===== config.mk =====
export PLATFORM = sky130hd
export DESIGN_NAME = lynx_tape_player
export DESIGN_NICKNAME = d
export VERILOG_FILES = /design/src/rtl/lynx_tape_pkg.sv /design/src/rtl/lynx_tape_cell.sv /design/src/rtl/lynx_tape_player.sv
export SDC_FILE = /design/constraint.sdc
export NUM_CORES = 1
export LEC_CHECK = 0
export CAP_MARGIN = 25
export CORE_ASPECT_RATIO = 1.4
export CORE_MARGIN = 10
export CORE_UTILIZATION = 32
export DETAILED_ROUTE_END_ITERATION = 10
export GPL_TIMING_DRIVEN = 0
export SYNTH_ARGS = -nofsm -noshare
export SYNTH_HDL_FRONTEND = slang
export SYNTH_SLANG_ARGS = --single-unit

===== constraint.sdc =====
create_clock -name clock -period 3.4 [get_ports clock]
set_clock_uncertainty 0.1 [all_clocks]
set_input_delay 0.51 -clock clock [delete_from_list [all_inputs] [get_ports clock]]
set_output_delay 0.51 -clock clock [all_outputs]
set_load 0.02 [all_outputs]

===== src/rtl/lynx_tape_pkg.sv =====
// rtl/lynx_tape_pkg.sv - shared types and defaults for the Lynx tape player
// Provides the player state enum, default timing constants, the counter
// width and the half-period reload helper used by the cell generator.
package lynx_tape_pkg;

    localparam int CNT_W = 16;

    localparam int unsigned DEF_ZERO_HALF   = 1000;
    localparam int unsigned DEF_ONE_HALF    = 2000;
    localparam int unsigned DEF_LEADER_BITS = 768;
    localparam int unsigned DEF_TRAIL_TICKS = 8000;
    localparam logic [7:0]  DEF_SYNC_BYTE   = 8'hA5;

    typedef enum logic [2:0] {
        ST_IDLE,
        ST_LEADER,
        ST_SYNC,
        ST_DATA,
        ST_STALL,
        ST_TRAIL,
        ST_DONE
    } state_t;

    // Half-period counters count down from H-1 to 0.
    function automatic logic [CNT_W-1:0] half_reload(
        input logic             b,
        input logic [CNT_W-1:0] zero_half,
        input logic [CNT_W-1:0] one_half
    );
        return (b ? one_half : zero_half) - 1'b1;
    endfunction

endpackage


===== src/rtl/lynx_tape_cell.sv =====
// rtl/lynx_tape_cell.sv - one bit cell: ear high for H ticks, then low for H ticks
// Ports: clock/reset (sync, active-high), ce tick enable, run (motor gate),
// clear (abort), start + cell_bit (begin a new cell, shows its first high
// tick on the next cycle), zero_half/one_half half-periods;
// ear level and cell_end (asserted during the cell's last low tick).
module lynx_tape_cell
    import lynx_tape_pkg::*;
(
    input  logic             clock,
    input  logic             reset,
    input  logic             ce,
    input  logic             run,
    input  logic             clear,
    input  logic             start,
    input  logic             cell_bit,
    input  logic [CNT_W-1:0] zero_half,
    input  logic [CNT_W-1:0] one_half,
    output logic             ear,
    output logic             cell_end
);

    logic [CNT_W-1:0] cnt_q, cnt_d;
    logic             ear_q, ear_d;
    logic             active_q, active_d;
    logic             bit_q, bit_d;
    logic             tick;

    assign tick     = ce && run && active_q;
    assign cell_end = tick && !ear_q && (cnt_q == '0);
    assign ear      = ear_q;

    always_ff @(posedge clock) begin
        if (reset) begin
            cnt_q    <= '0;
            ear_q    <= 1'b0;
            active_q <= 1'b0;
            bit_q    <= 1'b0;
        end else begin
            cnt_q    <= cnt_d;
            ear_q    <= ear_d;
            active_q <= active_d;
            bit_q    <= bit_d;
        end
    end

    // start has priority over tick so a new cell can begin on the same edge
    // the previous one ends, leaving no gap between cells.
    always_comb begin
        cnt_d    = cnt_q;
        ear_d    = ear_q;
        active_d = active_q;
        bit_d    = bit_q;
        if (clear) begin
            cnt_d    = '0;
            ear_d    = 1'b0;
            active_d = 1'b0;
            bit_d    = 1'b0;
        end else if (start) begin
            bit_d    = cell_bit;
            ear_d    = 1'b1;
            active_d = 1'b1;
            cnt_d    = half_reload(cell_bit, zero_half, one_half);
        end else if (tick) begin
            if (cnt_q != '0) begin
                cnt_d = cnt_q - 1'b1;
            end else if (ear_q) begin
                ear_d = 1'b0;
                cnt_d = half_reload(bit_q, zero_half, one_half);
            end else begin
                active_d = 1'b0;
            end
        end
    end

endmodule


===== src/rtl/lynx_tape_player.sv =====
// rtl/lynx_tape_player.sv - tape byte stream to Lynx cassette ear waveform
// Ports: clock/reset (sync, active-high), ce tick enable, play/stop pulses,
// motor gate, byte_valid/byte_data/byte_last/byte_ready byte source
// handshake; ear waveform, busy, sticky underrun and done pulse.
module lynx_tape_player
    import lynx_tape_pkg::*;
#(
    parameter int unsigned ZERO_HALF   = DEF_ZERO_HALF,
    parameter int unsigned ONE_HALF    = DEF_ONE_HALF,
    parameter int unsigned LEADER_BITS = DEF_LEADER_BITS,
    parameter logic [7:0]  SYNC_BYTE   = DEF_SYNC_BYTE,
    parameter int unsigned TRAIL_TICKS = DEF_TRAIL_TICKS,
    parameter bit          MOTOR_GATE  = 1'b1
) (
    input  logic       clock,
    input  logic       reset,
    input  logic       ce,
    input  logic       play,
    input  logic       stop,
    input  logic       motor,
    input  logic       byte_valid,
    input  logic [7:0] byte_data,
    input  logic       byte_last,
    output logic       byte_ready,
    output logic       ear,
    output logic       busy,
    output logic       underrun,
    output logic       done
);

    localparam logic [CNT_W-1:0] ZH         = CNT_W'(ZERO_HALF);
    localparam logic [CNT_W-1:0] OH         = CNT_W'(ONE_HALF);
    localparam logic [CNT_W-1:0] LEAD_LAST  = CNT_W'(LEADER_BITS - 1);
    localparam logic [CNT_W-1:0] TRAIL_LAST = CNT_W'(TRAIL_TICKS - 1);

    state_t           state_q, state_d;
    logic [CNT_W-1:0] lead_q, lead_d;
    logic [CNT_W-1:0] trail_q, trail_d;
    logic [7:0]       shift_q, shift_d;
    logic [2:0]       idx_q, idx_d;
    logic             last_q, last_d;
    logic             fetch_q, fetch_d;
    logic             underrun_q, underrun_d;
    logic             done_q, done_d;

    logic run, fetch_win, cell_start, cell_bit, cell_end;

    assign run = motor || !MOTOR_GATE;

    lynx_tape_cell u_cell (
        .clock     (clock),
        .reset     (reset),
        .ce        (ce),
        .run       (run),
        .clear     (stop),
        .start     (cell_start),
        .cell_bit  (cell_bit),
        .zero_half (ZH),
        .one_half  (OH),
        .ear       (ear),
        .cell_end  (cell_end)
    );

    always_ff @(posedge clock) begin
        if (reset) begin
            state_q    <= ST_IDLE;
            lead_q     <= '0;
            trail_q    <= '0;
            shift_q    <= '0;
            idx_q      <= '0;
            last_q     <= 1'b0;
            fetch_q    <= 1'b0;
            underrun_q <= 1'b0;
            done_q     <= 1'b0;
        end else begin
            state_q    <= state_d;
            lead_q     <= lead_d;
            trail_q    <= trail_d;
            shift_q    <= shift_d;
            idx_q      <= idx_d;
            last_q     <= last_d;
            fetch_q    <= fetch_d;
            underrun_q <= underrun_d;
            done_q     <= done_d;
        end
    end

    always_comb begin
        state_d    = state_q;
        lead_d     = lead_q;
        trail_d    = trail_q;
        shift_d    = shift_q;
        idx_d      = idx_q;
        last_d     = last_q;
        fetch_d    = fetch_q;
        underrun_d = underrun_q;
        done_d     = 1'b0;
        cell_start = 1'b0;
        cell_bit   = 1'b0;
        if (stop) begin
            state_d = ST_IDLE;
            fetch_d = 1'b0;
        end else begin
            case (state_q)
                ST_IDLE, ST_DONE: begin
                    if (play) begin
                        state_d    = ST_LEADER;
                        lead_d     = '0;
                        underrun_d = 1'b0;
                        cell_start = 1'b1;
                    end
                end
                ST_LEADER: begin
                    if (cell_end) begin
                        cell_start = 1'b1;
                        if (lead_q == LEAD_LAST) begin
                            state_d  = ST_SYNC;
                            shift_d  = SYNC_BYTE;
                            idx_d    = 3'd7;
                            cell_bit = SYNC_BYTE[7];
                        end else begin
                            lead_d = lead_q + 1'b1;
                        end
                    end
                end
                ST_SYNC, ST_DATA: begin
                    // fetch_q marks the single boundary cycle between bytes.
                    if (fetch_q) begin
                        if (byte_ready) begin
                            shift_d    = byte_data;
                            last_d     = byte_last;
                            idx_d      = 3'd7;
                            fetch_d    = 1'b0;
                            cell_start = 1'b1;
                            cell_bit   = byte_data[7];
                        end else if (run) begin
                            state_d    = ST_STALL;
                            underrun_d = 1'b1;
                            fetch_d    = 1'b0;
                        end
                    end else if (cell_end) begin
                        if (idx_q != 3'd0) begin
                            shift_d    = {shift_q[6:0], 1'b0};
                            idx_d      = idx_q - 1'b1;
                            cell_start = 1'b1;
                            cell_bit   = shift_q[6];
                        end else if (state_q == ST_DATA && last_q) begin
                            state_d = ST_TRAIL;
                            trail_d = '0;
                        end else begin
                            state_d = ST_DATA;
                            fetch_d = 1'b1;
                        end
                    end
                end
                ST_STALL: begin
                    if (byte_ready) begin
                        state_d    = ST_DATA;
                        shift_d    = byte_data;
                        last_d     = byte_last;
                        idx_d      = 3'd7;
                        cell_start = 1'b1;
                        cell_bit   = byte_data[7];
                    end
                end
                ST_TRAIL: begin
                    if (ce && run) begin
                        if (trail_q == TRAIL_LAST) begin
                            state_d = ST_DONE;
                            done_d  = 1'b1;
                        end else begin
                            trail_d = trail_q + 1'b1;
                        end
                    end
                end
                default: state_d = ST_IDLE;
            endcase
        end
    end

    always_comb begin
        fetch_win  = ((state_q == ST_DATA) && fetch_q) || (state_q == ST_STALL);
        byte_ready = fetch_win && byte_valid && run && !stop;
        busy       = (state_q != ST_IDLE) && (state_q != ST_DONE);
    end

    assign underrun = underrun_q;
    assign done     = done_q;

endmodule


==> run summary <==
vias = 3655
worst min path class = register to register
Hold Path Depth = 1
Max stage delay on crit path = 690 ps
Max Cap Viol = 0
Clock Path Buffers = 2
hold_ws = 377.9 ps
Worst Max-Slew Pin Slew = 701.0 ps
#FFs+latches synth = 68
power per cell area = 486.6 nW/µm²
# rows = 46
CP Max Fanout = 10
htree depth = 3
Die ar. = 16520 µm²
R2R depth = 8
# IOs = 21
crit path launch = motor
antenna diode count = 0
CTS clock-pin slew for the worst setup and hold paths = 60 ps
area of the core = 11400 µm²
synthesized area = 3754 µm²
cell area after placement = 4136 µm²
Total Power = 0.002183 W
setup TNS = 0 ps
layout cells sized above 1 = 7.647%
gr ovfl total = 0
# setup viols final = 0
cts bufs inserted = 9
I/O Buffers = 19
Skew-Pair Late Insertion Delay = 330 ps
most common cell after layout, fill and taps aside = dfxtp_1
CP max stage cell = clkdlybuf4s50_1
post-synth cell types = 53
drt first pass iters = 4
Root Buffer = clkbuf_16
asr flop ratio synth = 0%
vias in the first global route = 3534
postcts setup bufs = 0
routed wire length = 9847 µm
status = completed
Final Instance Area = 4486 µm²
die width = 111.5 µm
die height = 148.2 µm
Setup Crit Path Kind = input pin to primary output
CP Depth = 4
fin. max-slew vios = 0
first-pass GRT wire length = 16530 µm
register area share after synthesis = 36.27%
Pleak = 1.437 nW
min Tclk post-route = 3203 ps
ys flop type = dfxtp_1
DRC = 0
Detailed Place HPWL = 7244 µm
Max IR drop VDD = 0.3011 mV
Worst R2R Start = u_cell.cnt_q[11]
hold path start = shift_q[0]
relative slew slack = 52.84%
crit path cell chain = clkdlybuf4s50_1, nand3b_1, a21oi_4, clkdlybuf4s50_1
Starting Density = 32.94%
number of synthesized flops with an enable pin = 0
clock sink count = 68
gpl congestion = 0.8573
CTS tree = built
synthesized area per cell = 7.936 µm²
DRT iter0 DRCs = 225
CP bufs+invs = 2
Final Hold Vio Count = 0
Syn Nets = 494
post-DR wirelength/cell = 15.06 µm
Tot GR Track Use = 11.64%
final worst-path cycle share = 94.21%
CP most frequent cell = clkdlybuf4s50_1
CP startpoint kind = input pin
final net count = 526
RSZ-0062 raised after global routing = false
Crit path max-delay family = buffers and inverters
largest net degree at the start of global routing = 14
Area Growth Syn to Fin = 19.50%
yosys warns = 0
Crit. End Element = primary output
vias per cell = 5.589
commonest non-fill, non-tap cells in the layout = 68 x dfxtp_1, 51 x nor2_1, 49 x a21oi_1, 33 x nand2_1, 23 x o21ai_0
initial antenna violation count = 0
Gate Count Post-Synth = 473
Worst Path Arrival = 2590 ps
fmax = 0.3122 GHz
data required time of the worst path = 2790 ps
Routed Antenna Nets = 0
final timing paths:
path / end / slack, ps
max reg2reg: lead_q[14] / 300
min: shift_q[0] / 380
min reg2reg: shift_q[0] / 380
max: byte_ready / 200
worst register-to-register path, delay by kind of cell, from the launching register on:
| kind | cells | cell delay [ps] |
|---|---|---|
| DFF | 1 | 360 |
| AOI/OAI and AO/OA | 3 | 610 |
| and+or+nand+nor | 3 | 1540 |
| buffers and inverters | 2 | 370 |
layout make-up:
type                            instances  area (µm²)
Fill cell                            1198        6910
Clock buffer                            9       225.2
Clock inverter                          7       100.1
Tap cell                              144       180.2
Buffer                                 20       90.09
Timing Repair Buffer                   21       202.7
Sequential cell                        68        1361
Inverter                               18       67.56
Multi-Input combinational cell        367        2258
Yosys cell counts, types with 3 or more instances:
cell	count	share of area, %
a21oi_1	50	6.7
mux2_2	4	1.2
a21o_1	4	0.80
or3_1	18	3.0
clkbuf_1	17	1.7
and3_1	3	0.50
ha_1	5	1.7
nor3b_1	6	1.2
o31ai_1	13	2.6
inv_1	18	1.8
or4_1	11	2.2
dfxtp_1	68	36
nand4_1	12	2.0
xor2_1	6	1.4
nor3_1	20	2.7
mux2i_1	5	1.3
or2_2	4	0.67
nor2b_1	3	0.50
o22ai_1	3	0.50
o21a_1	6	1.2
o211ai_1	4	0.80
nand2_1	33	3.3
a31oi_1	3	0.50
nor4_1	9	1.5
xnor2_1	9	2.1
nor2_1	51	5.1
and4_1	3	0.70
nand2b_1	4	0.67
a211oi_1	4	0.80
a221oi_1	4	0.93
o21ai_0	23	3.1
nand3_1	14	1.9
a2111oi_0	4	0.93
timing repair:
item | 4_1_cts | 5_1_grt
endpoints found under the setup margin | 1 | 5
resized for setup | 1 | 3
hold buffers | 0 | 0
cloned | 0 | 0
kinds of logic (layout without fill, tap and decap cells):
family                     after synthesis  after routing  share of synthesized area [%]
muxes                                    9              9                          2.533
and+or+nand+nor                        203            203                          28.83
AOI/OAI and AO/OA                      135            135                          23.00
DFF                                     68             68                          36.27
adders and majority gates                5              5                          1.667
buffers and inverters                   38             75                          4.200
xor gates and xnor gates                15             15                          3.500
power breakdown:
| group | switching (W) | internal [W] |
|---|---|---|
| logic | 0.000199 | 0.000120 |
| clock network | 0.000374 | 0.000645 |
| registers | 0.0000220 | 0.000823 |
per-stage QoR:
| stage | worst slack [ps] | util, % | std cells |
|---|---|---|---|
| 2_1_floorplan | 560.9 | - | 473 |
| 4_1_cts | 72.81 | 39.19 | 654 |
| 6_report | 196.8 | 39.36 | 654 |
| 3_5_place_dp | -265.5 | 36.30 | 638 |
| 5_1_grt | 91.54 | 39.36 | 654 |
| 3_3_place_gp | -297.8 | 36.19 | 636 |
flip-flops by register name, indices dropped and copies added (netlist names):
signal           cells
lead_q              16
trail_q             16
u_cell.cnt_q        16
shift_q              7
idx_q                3
state_q              3
done                 1
fetch_q              1
last_q               1
u_cell.active_q      1
u_cell.bit_q         1
u_cell.ear           1
underrun             1
metal layers:
metal | part of all wire, % | track usage, % | up-vias
met2 | 53 | 21.94 | 76
met3 | 4.1 | 2.093 | 19
met5 | 0 | 0 | -
li1 | - | - | 1846
met1 | 41 | 12.46 | 1714
met4 | 2.0 | 4.446 | 0
Note: power is estimated with default switching activity, not from simulation.
